[src/rtl/uart_rx_fifo.sv]
// ---------------------------------------------------------------------------
// uart_rx_fifo
//   Receive-side frame buffer placed behind UART_processor. Every completed
//   frame (one per frame_valid high period) is pushed into a circular FIFO so
//   the slower display/command logic can drain frames at its own pace.
//   Overflow is sticky and never hidden.
//
// Ports
//   clk_16bd      : sole clock (16x baud clock shared with UART_processor)
//   rst           : asynchronous, active-high reset
//   frame         : received frame, sampled on the rising edge of frame_valid
//   frame_valid   : frame qualifier, may stay high for several cycles
//   rd_en         : consumer read request, sampled each clock
//   clr_overflow  : synchronous clear of the sticky overflow flag
//   rd_data       : registered read data, holds last popped value
//   rd_valid      : one-cycle pulse when rd_data holds a newly popped entry
//   empty / full  : registered occupancy flags, aligned with count
//   count         : occupancy 0..DEPTH
//   overflow      : sticky, a frame arrived while full with no read
// ---------------------------------------------------------------------------
module uart_rx_fifo #(
  parameter int DATA_W = 9,
  parameter int DEPTH  = 16,
  parameter int ADDR_W = 4
) (
  input  logic              clk_16bd,
  input  logic              rst,
  input  logic [DATA_W-1:0] frame,
  input  logic              frame_valid,
  input  logic              rd_en,
  input  logic              clr_overflow,
  output logic [DATA_W-1:0] rd_data,
  output logic              rd_valid,
  output logic              empty,
  output logic              full,
  output logic [ADDR_W:0]   count,
  output logic              overflow
);

  logic [DATA_W-1:0] mem [DEPTH];
  logic [ADDR_W-1:0] wr_ptr;
  logic [ADDR_W-1:0] rd_ptr;
  logic              fv_q;
  logic              wr_stb;
  logic              wr_ok;
  logic              rd_ok;
  logic [ADDR_W:0]   count_nxt;
  logic [DATA_W-1:0] rd_data_p1;
  logic              vld_p1;

  // Next occupancy; full/empty are registered from this so they line up
  // with count in the same cycle.
  function automatic logic [ADDR_W:0] next_count(input logic [ADDR_W:0] cnt,
                                                 input logic wr,
                                                 input logic rd);
    logic [ADDR_W:0] res;
    res = cnt;
    if (wr && !rd)
      res = cnt + (ADDR_W+1)'(1);
    else if (rd && !wr)
      res = cnt - (ADDR_W+1)'(1);
    return res;
  endfunction

  // History resets to 1 so a frame_valid held across reset release is not
  // mistaken for a new frame.
  assign wr_stb    = frame_valid & ~fv_q;
  assign rd_ok     = rd_en & ~empty;
  // A read in the same cycle frees a slot, so a write into a full FIFO
  // is still accepted then.
  assign wr_ok     = wr_stb & (~full | rd_ok);
  assign count_nxt = next_count(count, wr_ok, rd_ok);

  // Storage: data only, not reset
  always_ff @(posedge clk_16bd) begin
    if (wr_ok)
      mem[wr_ptr] <= frame;
  end

  // Stage p1: pointer/occupancy control and registered read port
  always_ff @(posedge clk_16bd or posedge rst) begin
    if (rst) begin
      fv_q       <= 1'b1;
      wr_ptr     <= '0;
      rd_ptr     <= '0;
      count      <= '0;
      empty      <= 1'b1;
      full       <= 1'b0;
      overflow   <= 1'b0;
      vld_p1     <= 1'b0;
      rd_data_p1 <= '0;
    end else begin
      fv_q   <= frame_valid;
      count  <= count_nxt;
      empty  <= (count_nxt == '0);
      full   <= (count_nxt == (ADDR_W+1)'(DEPTH));
      vld_p1 <= rd_ok;
      if (wr_ok)
        wr_ptr <= wr_ptr + ADDR_W'(1);
      if (rd_ok) begin
        rd_ptr     <= rd_ptr + ADDR_W'(1);
        rd_data_p1 <= mem[rd_ptr];
      end
      // Set has priority over clear.
      if (wr_stb && !wr_ok)
        overflow <= 1'b1;
      else if (clr_overflow)
        overflow <= 1'b0;
    end
  end

  assign rd_data  = rd_data_p1;
  assign rd_valid = vld_p1;

endmodule

[config.mk]
export PLATFORM = sky130hd
export DESIGN_NAME = uart_rx_fifo
export DESIGN_NICKNAME = d
export VERILOG_FILES = /design/src/rtl/uart_rx_fifo.sv
export SDC_FILE = /design/constraint.sdc
export NUM_CORES = 1
export LEC_CHECK = 0
export CORE_ASPECT_RATIO = 1.1
export CORE_MARGIN = 4
export CORE_UTILIZATION = 50
export CTS_CLUSTER_SIZE = 28
export DETAILED_ROUTE_END_ITERATION = 10
export GPL_TIMING_DRIVEN = 0
export PLACE_DENSITY = 0.68
export SLEW_MARGIN = 20
export SYNTH_ARGS = -nofsm -noshare
export SYNTH_HDL_FRONTEND = slang
export SYNTH_SLANG_ARGS = --single-unit
export TNS_END_PERCENT = 5
[constraint.sdc]
create_clock -name clk_16bd -period 2.55 [get_ports clk_16bd]
set_input_delay 0.255 -clock clk_16bd [delete_from_list [all_inputs] [get_ports clk_16bd]]
set_output_delay 0.255 -clock clk_16bd [all_outputs]
set_load 0.005 [all_outputs]
# --- Word level (Yosys, flattened, before mapping) ---
# Memory sizes are Yosys's and may differ from the RTL's. A register that Yosys moved wholly into a read port is not among the register bits.
# Cells that the tools add are included.
op_classes:
  add_sub_neg: 4
  n_bitwise: 7
  eq_ne: 1
  muxes: 6
  n_reduce_logical: 7
op_table:
  columns: ["op", "n"]
  rows:
  - ["2-to-1 mux 5 bit", 2]
  - ["adder 4 x 1 -> 4 bit, second input constant", 2]
  - ["adder 5 x 1 -> 5 bit, second input constant", 1]
  - ["== test 5 bit, second input constant", 1]
  - ["zero test 5 bit", 1]
  - ["subtractor 5 x 1 -> 5 bit, second input constant", 1]
  - ["2-to-1 mux 1 bit", 4]
  - ["bitwise AND 1 bit", 3]
  - ["logical AND 1 bit", 3]
  - ["NOT 1 bit", 3]
  - ["zero test 1 bit", 2]
  - ["nonzero test 2 bit", 1]
  - ["OR 1 bit", 1]
totals:
  n_memories: 1
  ff_bits: 18
  mem_bits_rw: 144
  inputBits: 14
  out_inout_bits: 18
memory_table:
  columns: ["memory", "words", "width", "read_ports", "rd_ports_with_merged_regs", "wr", "line_no", "source"]
  rows:
  - ["mem", 16, 9, 1, 1, 1, "40", "logic [DATA_W-1:0] mem [DEPTH];"]

# --- Logic depth before layout (Yosys ltp) ---
# Gate-level depths: netlist (run 1).
depth:
  depth_word: 9
  depth_mapped: 7
  ltp_nobuf: 6

# --- Least setup slack after synthesis (run 1) ---
# OpenSTA, ideal clock, no wires.
synth_timing:
  path_kind: "register to register"
  startpoint: "reg empty"
  endpoint: "mem mem[7][0], enable pin"
  path_slack_ns: 0.609
  required_ns: 2.213
  period_less_slack_ns: 1.941
  n_path_buf: 2
  setup_ns: 0.337
  stages_incl_launch_ff: 8
  arrival_ns: 1.604
  path_cell_list: "dfstp_2 nand2b_1 buf_2 a21oi_1 clkbuf_1 nand2_1 nor2_1 and2_1"
synth_between:
  elab_chain_cells: 6
synth_lines:
  columns: ["item", "line_no", "source"]
  rows:
  - ["from (decl)", "34", "output logic empty,"]
  - ["from (signal assigned)", "95", "empty <= (count_nxt == '0);"]
  - ["NOT 1 bit", "68", "assign rd_ok = rd_en & ~empty;"]
  - ["bitwise AND 1 bit", "68", null]
  - ["OR 1 bit", "71", "assign wr_ok = wr_stb & (~full | rd_ok);"]
  - ["bitwise AND 1 bit", "71", null]
  - ["2-to-1 mux 1 bit", "76", "if (wr_ok)"]
  - ["2-to-1 mux 1 bit (implied by the code)", "77", "mem[wr_ptr] <= frame;"]
  - ["to (decl)", "40", null]
# No other way between the ends.

# --- Final worst setup path (run 1) ---
layout_timing:
  startpoint: "reg empty"
  endpoint: "mem mem[4][4], enable pin"
# The elaborated chain is that of the path after synthesis.

==> flow_summary_export.csv, run 1 <==
group,metric,value,unit
place,pre_cts_slack,-203,ps
global_route,grt_max_degree,28,
clock_network,clock_path_buffers,2,
global_route,grt_pass1_wl,21000,um
job,drv_cap,0,
yosys,synth_top_area_share,62.8,%
route,wl,13600,um
die,die_h,131,um
route,ant_nets,0,
route,drc,0,
sta,drv_slew,0,
yosys,netlist-cell-type-count,38,
sta,final-setup-viol-count,0,
sta,worst_pin_slew,691,ps
power_and_ir_drop,power.total,8480,uW
cells_and_area,nets,452,
clock_network,postCtsSetupBuffers,0,
die,die-area,15700,um2
clock_network,clock_sinks,171,
global_route,grt.total_usage,18.6,%
power_and_ir_drop,power.leakage,0.00275,uW
place,io_buffers,31,
critical_path,critPathKind,"flip-flop to flip-flop",
die,num_io_pins,32,
yosys,synth_common_cells,"edfxtp_1, mux2i_1, dfrtp_1, a22oi_1, mux2_2",
clock_network,h-tree-depth,4,
critical_path,crit_path_start_kind,"flip-flop",
sta,skew,8.50,ps
place,dp.cells,596,
yosys,synthesis.nets,402,
place,hpwl,8800,um
critical_path,ff2ff_setup_slack,220,ps
clock_network,clk_pin_slew,60,ps
die,coreArea,13300,um2
yosys,syn_inst,381,
yosys,async_flop_share,15.8,%
yosys,yosysWarnings,0,
sta,max_freq,429,MHz
yosys,synth_area_leader_cell,"edfxtp_1",
cells_and_area,layoutNonFillerInstCount,628,
route,num_vias,3496,
sta,hold_viol,0,
critical_path,endpoint_kind,"flip-flop",
yosys,synth_area,6890,um2
route,wl_per_cell,21.6,um
yosys,syn_avg_cell_area,18.1,um2
cells_and_area,final_cell_area,8000,um2
yosys,synth_seq_cells,171,
yosys,yosysMostFrequentCell,"edfxtp_1",
global_route,overflow,0,
sta,slew_headroom,53.8,%
cells_and_area,n_antenna_cell,0,
yosys,synth-seq-area-share,72.7,%
cells_and_area,drive_gt1_share,16.0,%
clock_network,clk_latency,410,ps
route,drtIter0Drc,358,
global_route,grt_pass1_vias,3542,
sta,fin_crit_sh,91.4,%
clock_network,tritoncts,"done",
power_and_ir_drop,powerDensity,1060,nW/um2
yosys,synth_edf_count,144,
yosys,ys.flop_type,"edfxtp_1",
power_and_ir_drop,ir_drop,0.000512,V
yosys,synthTopCellsByArea,"edfxtp_1, dfrtp_1, mux4_1",
sta,min_period,2330,ps
place,place_area,7430,um2
critical_path,cp.arrival,2420,ps
global_route,antenna_found_initial,0,
place,routabilityCongestion,0.805,
die,fp-row-count,44,
critical_path,worstPathMaxFanout,10,
worst_hold_path,hold_class,"primary input to asynchronous set/reset pin",
clock_network,numCtsBuffers,17,
die,start_util,51.7,%
cells_and_area,area_growth,16.1,%
clock_network,clockRootBuffer,"clkbuf_16",
route,viasPerCell,5.57,
sta,whs,246,ps
route,firstDrtPassIters,5,
die,die_x,120,um
critical_path,cp.required,2640,ps
run_status,status,"complete, no violations",
sta,rsz0062_at_grt,"no",
sta,setup_ws,220,ps
[critical path, stage by stage, from the launching register on]
cell      delay [ps]
dfstp_2          370
nand2b_1         130
buf_2            170
a21oi_1          370
clkbuf_1         360
nand2_1           90
nor2_1           170
and2_2           340
[stage by stage]
stage               setup TNS, ps  util, %
global route                    0     60.0
detailed placement          -6980     55.7
finish                          0     60.0
floorplan                       0        -
CTS                             0     60.0
global placement            -4500     55.7
[final timing paths]
path                                   from   endpoint  depth (start not counted)
worst min-delay path                    rst   rd_valid                          2
max in group asynchronous               rst  wr_ptr[3]                          2
worst max register to register        empty  mem[4][4]                          7
worst min register to register     count[4]   count[4]                          1
worst max-delay path                  empty  mem[4][4]                          7
min in group clk_16bd           frame_valid       fv_q                          1
[cells by family after synthesis]
| group | Yosys count | share of synthesized area (%) |
|---|---|---|
| DFF | 171 | 72.7 |
| muxes | 63 | 13.4 |
| and+or+nand+nor | 59 | 4.94 |
| AOI/OAI and AO/OA | 47 | 4.56 |
| buffers and inverters | 24 | 1.94 |
| xor gates and xnor gates | 10 | 1.27 |
| adders and majority gates | 7 | 1.27 |
[area by class of cell]
class,instances,area [um2]
Fill cell,1006,5330
Sequential cell,171,5000
Multi-Input combinational cell,186,1750
Clock buffer,28,541
Timing Repair Buffer,31,310
Tap cell,184,230
Buffer,17,105
Inverter,7,28.8
Clock inverter,4,25.0
[metal layers]
layer  track usage, %  up-vias  share of wire [%]
li1                 -     1606                  -
met4             5.53        0                1.1
met2             30.9       91                 51
met5                0        -                  0
met3             4.72       11                6.3
met1             24.7     1788                 41
[power breakdown]
part	switching, uW	internal (uW)	leakage [uW]	total [uW]
Sequential	215	3350	0.00162	3570
Combinational	1280	1190	0.000850	2470
Clock	991	1450	0.000275	2440
[registers in the layout, indices dropped and copies added, names as in the netlist]
name	count
count	5
empty	1
full	1
fv_q	1
mem	144
overflow	1
rd_data	9
rd_ptr	4
rd_valid	1
wr_ptr	4
[repair_timing]
action                                  4_1_cts  5_1_grt
hold buffers                                  0        0
endpoints found under the setup margin        0       36
gates resized for setup                       0        4
[placed cells by master, fill, tap and decap left out, drive strengths merged]
master,instances
edfxtp,144
clkbuf,32
clkdlybuf4s50,31
mux2i,27
dfrtp,25
a22oi,19
mux2,18
mux4,18
nand2,17
and2,13
o21ai,13
buf,13
xnor2,10
o211ai,9
inv,9
ha,7
nor2,6
and4,5
nand2b,3
a21oi,2
nor2b,2
nor3,2
nor4b,2
a31oi,2
nand3,2
nor4,2
nand4,2
dfstp,2
a32oi,1
or3,1
a211oi,1
and3b,1
nor3b,1
clkinvlp,1
clkinv,1
(Power assumes the default switching activity.)
==> run 2: changes to the inputs <==
--- a/config.mk
+++ b/config.mk
@@ -5,13 +5,14 @@
 export SDC_FILE = /design/constraint.sdc
 export NUM_CORES = 1
 export LEC_CHECK = 0
+export ABC_CLOCK_PERIOD_IN_PS = 2550
 export CORE_ASPECT_RATIO = 1.1
 export CORE_MARGIN = 4
-export CORE_UTILIZATION = 50
+export CORE_UTILIZATION = 60
 export CTS_CLUSTER_SIZE = 28
 export DETAILED_ROUTE_END_ITERATION = 10
 export GPL_TIMING_DRIVEN = 0
-export PLACE_DENSITY = 0.68
+export PLACE_DENSITY = 0.79
 export SLEW_MARGIN = 20
 export SYNTH_ARGS = -nofsm -noshare
 export SYNTH_HDL_FRONTEND = slang
==> run 2 against run 1 <==
Register-to-register slack improved by 20 ps. Non-clock buffer count stayed put. Core utilization is 12 points higher. Sequential power about the same. Routed wire length rose by 5.2%. Cell count decreased by 5.9%. Via count up 4.2%. Sequential cell count did not move. Die area fell by 16%. Largest cell class unchanged. Clock skew about the same.
==> flow_summary_export.csv, run 2 (synthesis gave the netlist of run 1 again) <==
group,metric,value,unit
global_route,grt_pass1_wl,21600,um
clock_network,clk_latency,420,ps
power_and_ir_drop,p_int,6020,uW
route,top_layer,"met4",
sta,rsz0062_at_grt,"no",
route,wl_per_cell,24.1,um
route,routed-wl-met2,7250,um
cells_and_area,final_common_cell,"edfxtp_1",
critical_path,cp.arrival,2410,ps
global_route,grt_max_degree,28,
power_and_ir_drop,p_comb_share,29.3,%
route,viasPerCell,6.16,
die,die_h,120,um
route,dr_wl_met3,849,um
job,drv_cap,0,
cells_and_area,largest_reg_flops,144,
sta,fin_crit_sh,90.7,%
sta,skew,8.25,ps
cells_and_area,n_antenna_cell,0,
critical_path,worstRegToRegCells,7,
power_and_ir_drop,pwr-share-seq,41.9,%
run_status,status,"complete, no violations",
route,drc,0,
global_route,antenna_found_initial,0,
cells_and_area,nets,452,
power_and_ir_drop,ir_drop,0.000577,V
place,io_buffers,31,
critical_path,critPathSlowestCell,"dfstp_2",
clock_network,clock_path_buffers,2,
place,routabilityCongestion,0.828,
place,place_area,7380,um2
cells_and_area,final_cell_mix,"edfxtp_1, clkdlybuf4s50_1, mux2i_1",
critical_path,worst-path-buf-inv,2,
sta,hold_viol,0,
critical_path,cp.required,2640,ps
global_route,grt_pass1_vias,3739,
route,num_vias,3643,
power_and_ir_drop,clock_power_share,28.8,%
power_and_ir_drop,power.leakage,0.00275,uW
clock_network,clk_pin_slew,60,ps
sta,worst_pin_slew,775,ps
critical_path,rr_startpoint,"empty",
critical_path,endpoint_kind,"flip-flop",
clock_network,numCtsBuffers,17,
global_route,grt.total_usage,23.1,%
route,ant_nets,0,
global_route,overflow,0,
critical_path,critPathKind,"flip-flop to flip-flop",
critical_path,cp_top_family,"simple AND/OR/NAND/NOR gates",
sta,slew_headroom,48.2,%
die,die_x,110,um
sta,max_freq,433,MHz
clock_network,h-tree-depth,4,
place,hpwl,8630,um
clock_network,tritoncts,"done",
clock_network,clock_sinks,171,
sta,drv_slew,0,
cells_and_area,final_util,71.9,%
die,die-area,13300,um2
critical_path,path_cells,"nand2b_1 -> buf_2 -> a21oi_1 -> clkbuf_1 -> nand2_1 -> nor2_1 -> and2_2",
critical_path,ff2ff_setup_slack,240,ps
die,fp-row-count,40,
worst_hold_path,hold_class,"primary input to asynchronous set/reset pin",
clock_network,hold_buffers,0,
route,met1_length,5870,um
critical_path,slowest_delay,370,ps
cells_and_area,area_growth,15.5,%
route,firstDrtPassIters,4,
clock_network,clockRootBuffer,"clkbuf_16",
sta,min_period,2310,ps
power_and_ir_drop,switching_share,29.6,%
cells_and_area,drive_gt1_share,16.4,%
route,wl,14300,um
die,num_io_pins,32,
power_and_ir_drop,powerDensity,1070,nW/um2
die,coreArea,11100,um2
power_and_ir_drop,p_sw,2530,uW
critical_path,crit_path_start_kind,"flip-flop",
cells_and_area,top_register,"mem",
die,start_util,62.3,%
critical_path,worstPathMaxFanout,10,
critical_path,r2r-end,"mem[6][8]",
route,drtIter0Drc,334,
cells_and_area,final_cell_area,7960,um2
sta,final-setup-viol-count,0,
-- run 2: cell types whose count changed in the layout (fill, tap and decap cells not counted) --
cell / previous run / this run
inv_4: 3 / 1
bufinv_16: 0 / 1
clkinv_2: 1 / 5
clkbuf_1: 11 / 9
clkbuf_16: 20 / 19
-- run 2: how the worst max path moves through the flow --
stage                     slack (ps)  cells after the start        end        start
after floorplan                  610                      7  mem[7][0]        empty
after global placement          -110                      8  mem[6][0]        rd_en
after detailed placement        -180                      7  mem[4][5]  frame_valid
after CTS                         90                      7  mem[6][6]        empty
after global routing              90                      5  mem[0][2]        empty
final                            240                      7  mem[6][8]        empty
-- run 2: per-stage QoR --
stage / std cells / hold WS [ps] / TNS [ps] / power, uW / worst slack, ps
2_1_floorplan: 381 / 259 / 0 / 5200 / 609
6_report: 591 / 216 / 0 / 8550 / 238
5_1_grt: 591 / 293 / 0 / 8900 / 93.0
4_1_cts: 591 / 307 / 0 / 8560 / 86.9
3_5_place_dp: 559 / 510 / -6350 / 6090 / -178
3_3_place_gp: 559 / 504 / -3770 / 6010 / -112
-- run 2: layout make-up --
cell class	instances	area, um2
Timing Repair Buffer	31	310
Fill cell	653	3110
Inverter	7	28.8
Tap cell	147	184
Clock inverter	7	62.6
Clock buffer	25	508
Sequential cell	171	5000
Buffer	17	105
Multi-Input combinational cell	186	1750
-- run 2: per-layer routing --
layer / GRT usage [%] / vias up
met5: 0 / -
met4: 8.16 / 0
met3: 5.34 / 25
met2: 37.6 / 133
met1: 30.8 / 1874
li1: - / 1611
-- run 2: repair_timing --
item / 4_1_cts / 5_1_grt
gates resized for setup: 0 / 4
buffers inserted: 0 / 0
setup endpoints to repair: 0 / 36
-- run 2: power groups by stage --
stage | clock [uW] | sequential (uW) | combinational [uW]
2_1_floorplan | 0 | 3570 | 1630
3_3_place_gp | 0 | 3590 | 2410
3_5_place_dp | 0 | 3610 | 2470
4_1_cts | 2480 | 3570 | 2520
5_1_grt | 2620 | 3600 | 2680
6_report | 2470 | 3580 | 2510
==> run 3: changes to the inputs <==
--- a/config.mk
+++ b/config.mk
@@ -6,13 +6,14 @@
 export NUM_CORES = 1
 export LEC_CHECK = 0
 export ABC_CLOCK_PERIOD_IN_PS = 2550
-export CORE_ASPECT_RATIO = 1.1
+export CORE_ASPECT_RATIO = 0.6
 export CORE_MARGIN = 4
 export CORE_UTILIZATION = 60
 export CTS_CLUSTER_SIZE = 28
 export DETAILED_ROUTE_END_ITERATION = 10
 export GPL_TIMING_DRIVEN = 0
 export PLACE_DENSITY = 0.79
+export SKIP_LAST_GASP = 1
 export SLEW_MARGIN = 20
 export SYNTH_ARGS = -nofsm -noshare
 export SYNTH_HDL_FRONTEND = slang
==> run 3 against run 2 <==
Core utilization rose by 1.1 points. First-iteration DRC count rose by 24%. Die area rose by 0.41%. Sequential power barely moved. Setup slack got worse by 94 ps. Sequential cell count did not move. Worst hold slack improved by 54 ps. Total power barely moved. Critical path depth fell by 2.
==> flow_summary_export.csv, run 3 (synthesis gave the netlist of run 1 again) <==
group,metric,value,unit
critical_path,critical_path_depth,5,
die,num_io_pins,32,
critical_path,endpoint_kind,"flip-flop",
die,fp-row-count,29,
global_route,grt_max_degree,28,
global_route,grt.total_usage,22.6,%
cells_and_area,final_common_cell,"edfxtp_1",
route,wl_per_cell,24.5,um
global_route,antenna_found_initial,0,
critical_path,crit_path_start_kind,"flip-flop",
clock_network,clock_sinks,171,
place,routabilityCongestion,0.808,
cells_and_area,layoutNonFillerInstCount,583,
place,hpwl,9220,um
power_and_ir_drop,power.leakage,0.00275,uW
die,die-area,13300,um2
sta,min_period,2410,ps
place,pre_cts_slack,-308,ps
sta,slew_headroom,41.7,%
power_and_ir_drop,ir_drop,0.000641,V
cells_and_area,final_cell_area,7950,um2
global_route,grt_pass1_vias,3765,
clock_network,clockRootBuffer,"clkbuf_16",
critical_path,crit_start,"empty",
clock_network,h-tree-depth,4,
critical_path,slowest_delay,560,ps
clock_network,clk_pin_slew,70,ps
die,coreArea,10900,um2
die,die_h,91.0,um
place,dp.cells,551,
cells_and_area,drive_gt1_share,17.8,%
die,die_x,146,um
sta,fin_crit_sh,94.3,%
critical_path,worstRegToRegCells,5,
clock_network,hold_buffers,0,
critical_path,rr_startpoint,"empty",
cells_and_area,nets,452,
critical_path,critPathKind,"flip-flop to flip-flop",
clock_network,postCtsSetupBuffers,0,
route,firstDrtPassIters,5,
sta,drv_slew,0,
clock_network,numCtsBuffers,17,
clock_network,tritoncts,"done",
cells_and_area,multi_input_area,1760,um2
cells_and_area,n_fill_cell,669,
cells_and_area,area_growth,15.5,%
route,drtIter0Drc,414,
sta,skew,7.18,ps
global_route,overflow,0,
cells_and_area,seqCellArea,5000,um2
sta,worst_pin_slew,871,ps
sta,setup_tns,0,ps
cells_and_area,largest_reg_flops,144,
route,num_vias,3735,
route,ant_nets,0,
cells_and_area,n_antenna_cell,0,
clock_network,clock_path_buffers,2,
critical_path,cp.required,2600,ps
critical_path,worst-path-buf-inv,1,
sta,hold_viol,0,
route,viasPerCell,6.41,
power_and_ir_drop,powerDensity,1070,nW/um2
route,drc,0,
sta,final-setup-viol-count,0,
critical_path,path_cells,"nand2b_1 -> buf_2 -> a21oi_1 -> nor3b_1 -> and2_1",
worst_hold_path,hold_class,"primary input to asynchronous set/reset pin",
job,drv_cap,0,
run_status,status,"complete, no violations",
clock_network,clk_latency,420,ps
cells_and_area,final_cell_mix,"edfxtp_1, clkdlybuf4s50_1, mux2i_1",
critical_path,cp.arrival,2450,ps
sta,max_freq,416,MHz
place,io_buffers,31,
critical_path,worstPathMaxFanout,9,
cells_and_area,top_register,"mem",
sta,setup_ws,145,ps
global_route,grt_pass1_wl,22100,um
place,place_area,7370,um2
critical_path,critPathSlowestCell,"and2_1",
sta,rsz0062_at_grt,"no",
critical_path,cp_top_family,"simple AND/OR/NAND/NOR gates",
route,wl,14300,um
die,start_util,63.3,%
-- run 3: layout make-up --
cell class | instances | area share, %
Tap cell | 139 | 2.19
Inverter | 7 | 0.362
Clock inverter | 14 | 1.84
Sequential cell | 171 | 62.9
Timing Repair Buffer | 31 | 3.90
Clock buffer | 18 | 5.40
Buffer | 17 | 1.34
Multi-Input combinational cell | 186 | 22.1
-- run 3: path summary, 6_finish.rpt --
check,end,slack (ps)
max reg2reg,mem[3][1],140
max,mem[3][1],140
min reg2reg,count[4],520
min,rd_data[4],270
min in group clk_16bd,fv_q,310
max in group asynchronous,rd_data[1],1840
-- run 3: repair_timing --
item | CTS | global route
gates resized for setup | 1 | 6
setup endpoints to repair | 18 | 72
endpoints found under the hold margin | 0 | 0
-- run 3: where the power goes --
part,switching (uW),internal [uW]
clock network,1060,1450
registers,216,3350
logic,1280,1190
total,2560,5980
-- run 3: metrics by stage --
step	util, %	total power (uW)	hold slack (ps)
2_1_floorplan	-	5200	259
3_3_place_gp	67.7	5970	495
3_5_place_dp	67.7	6060	505
4_1_cts	73.0	8550	280
5_1_grt	73.1	8910	296
6_report	73.1	8550	270
-- run 3: worst reg2reg max path, stage by stage (launching register included) --
cell and delay [ps]:
dfstp_2 370, nand2b_1 120, buf_2 180, a21oi_1 430, nor3b_1 380, and2_1 560
-- run 3: metal layers --
layer | up-vias | track usage (%) | part of all wire (%)
met3 | 15 | 5.17 | 7.4
met2 | 175 | 32.4 | 45
met5 | - | 0 | 0
li1 | 1623 | - | -
met1 | 1922 | 35.3 | 47
met4 | 0 | 6.03 | 0.96
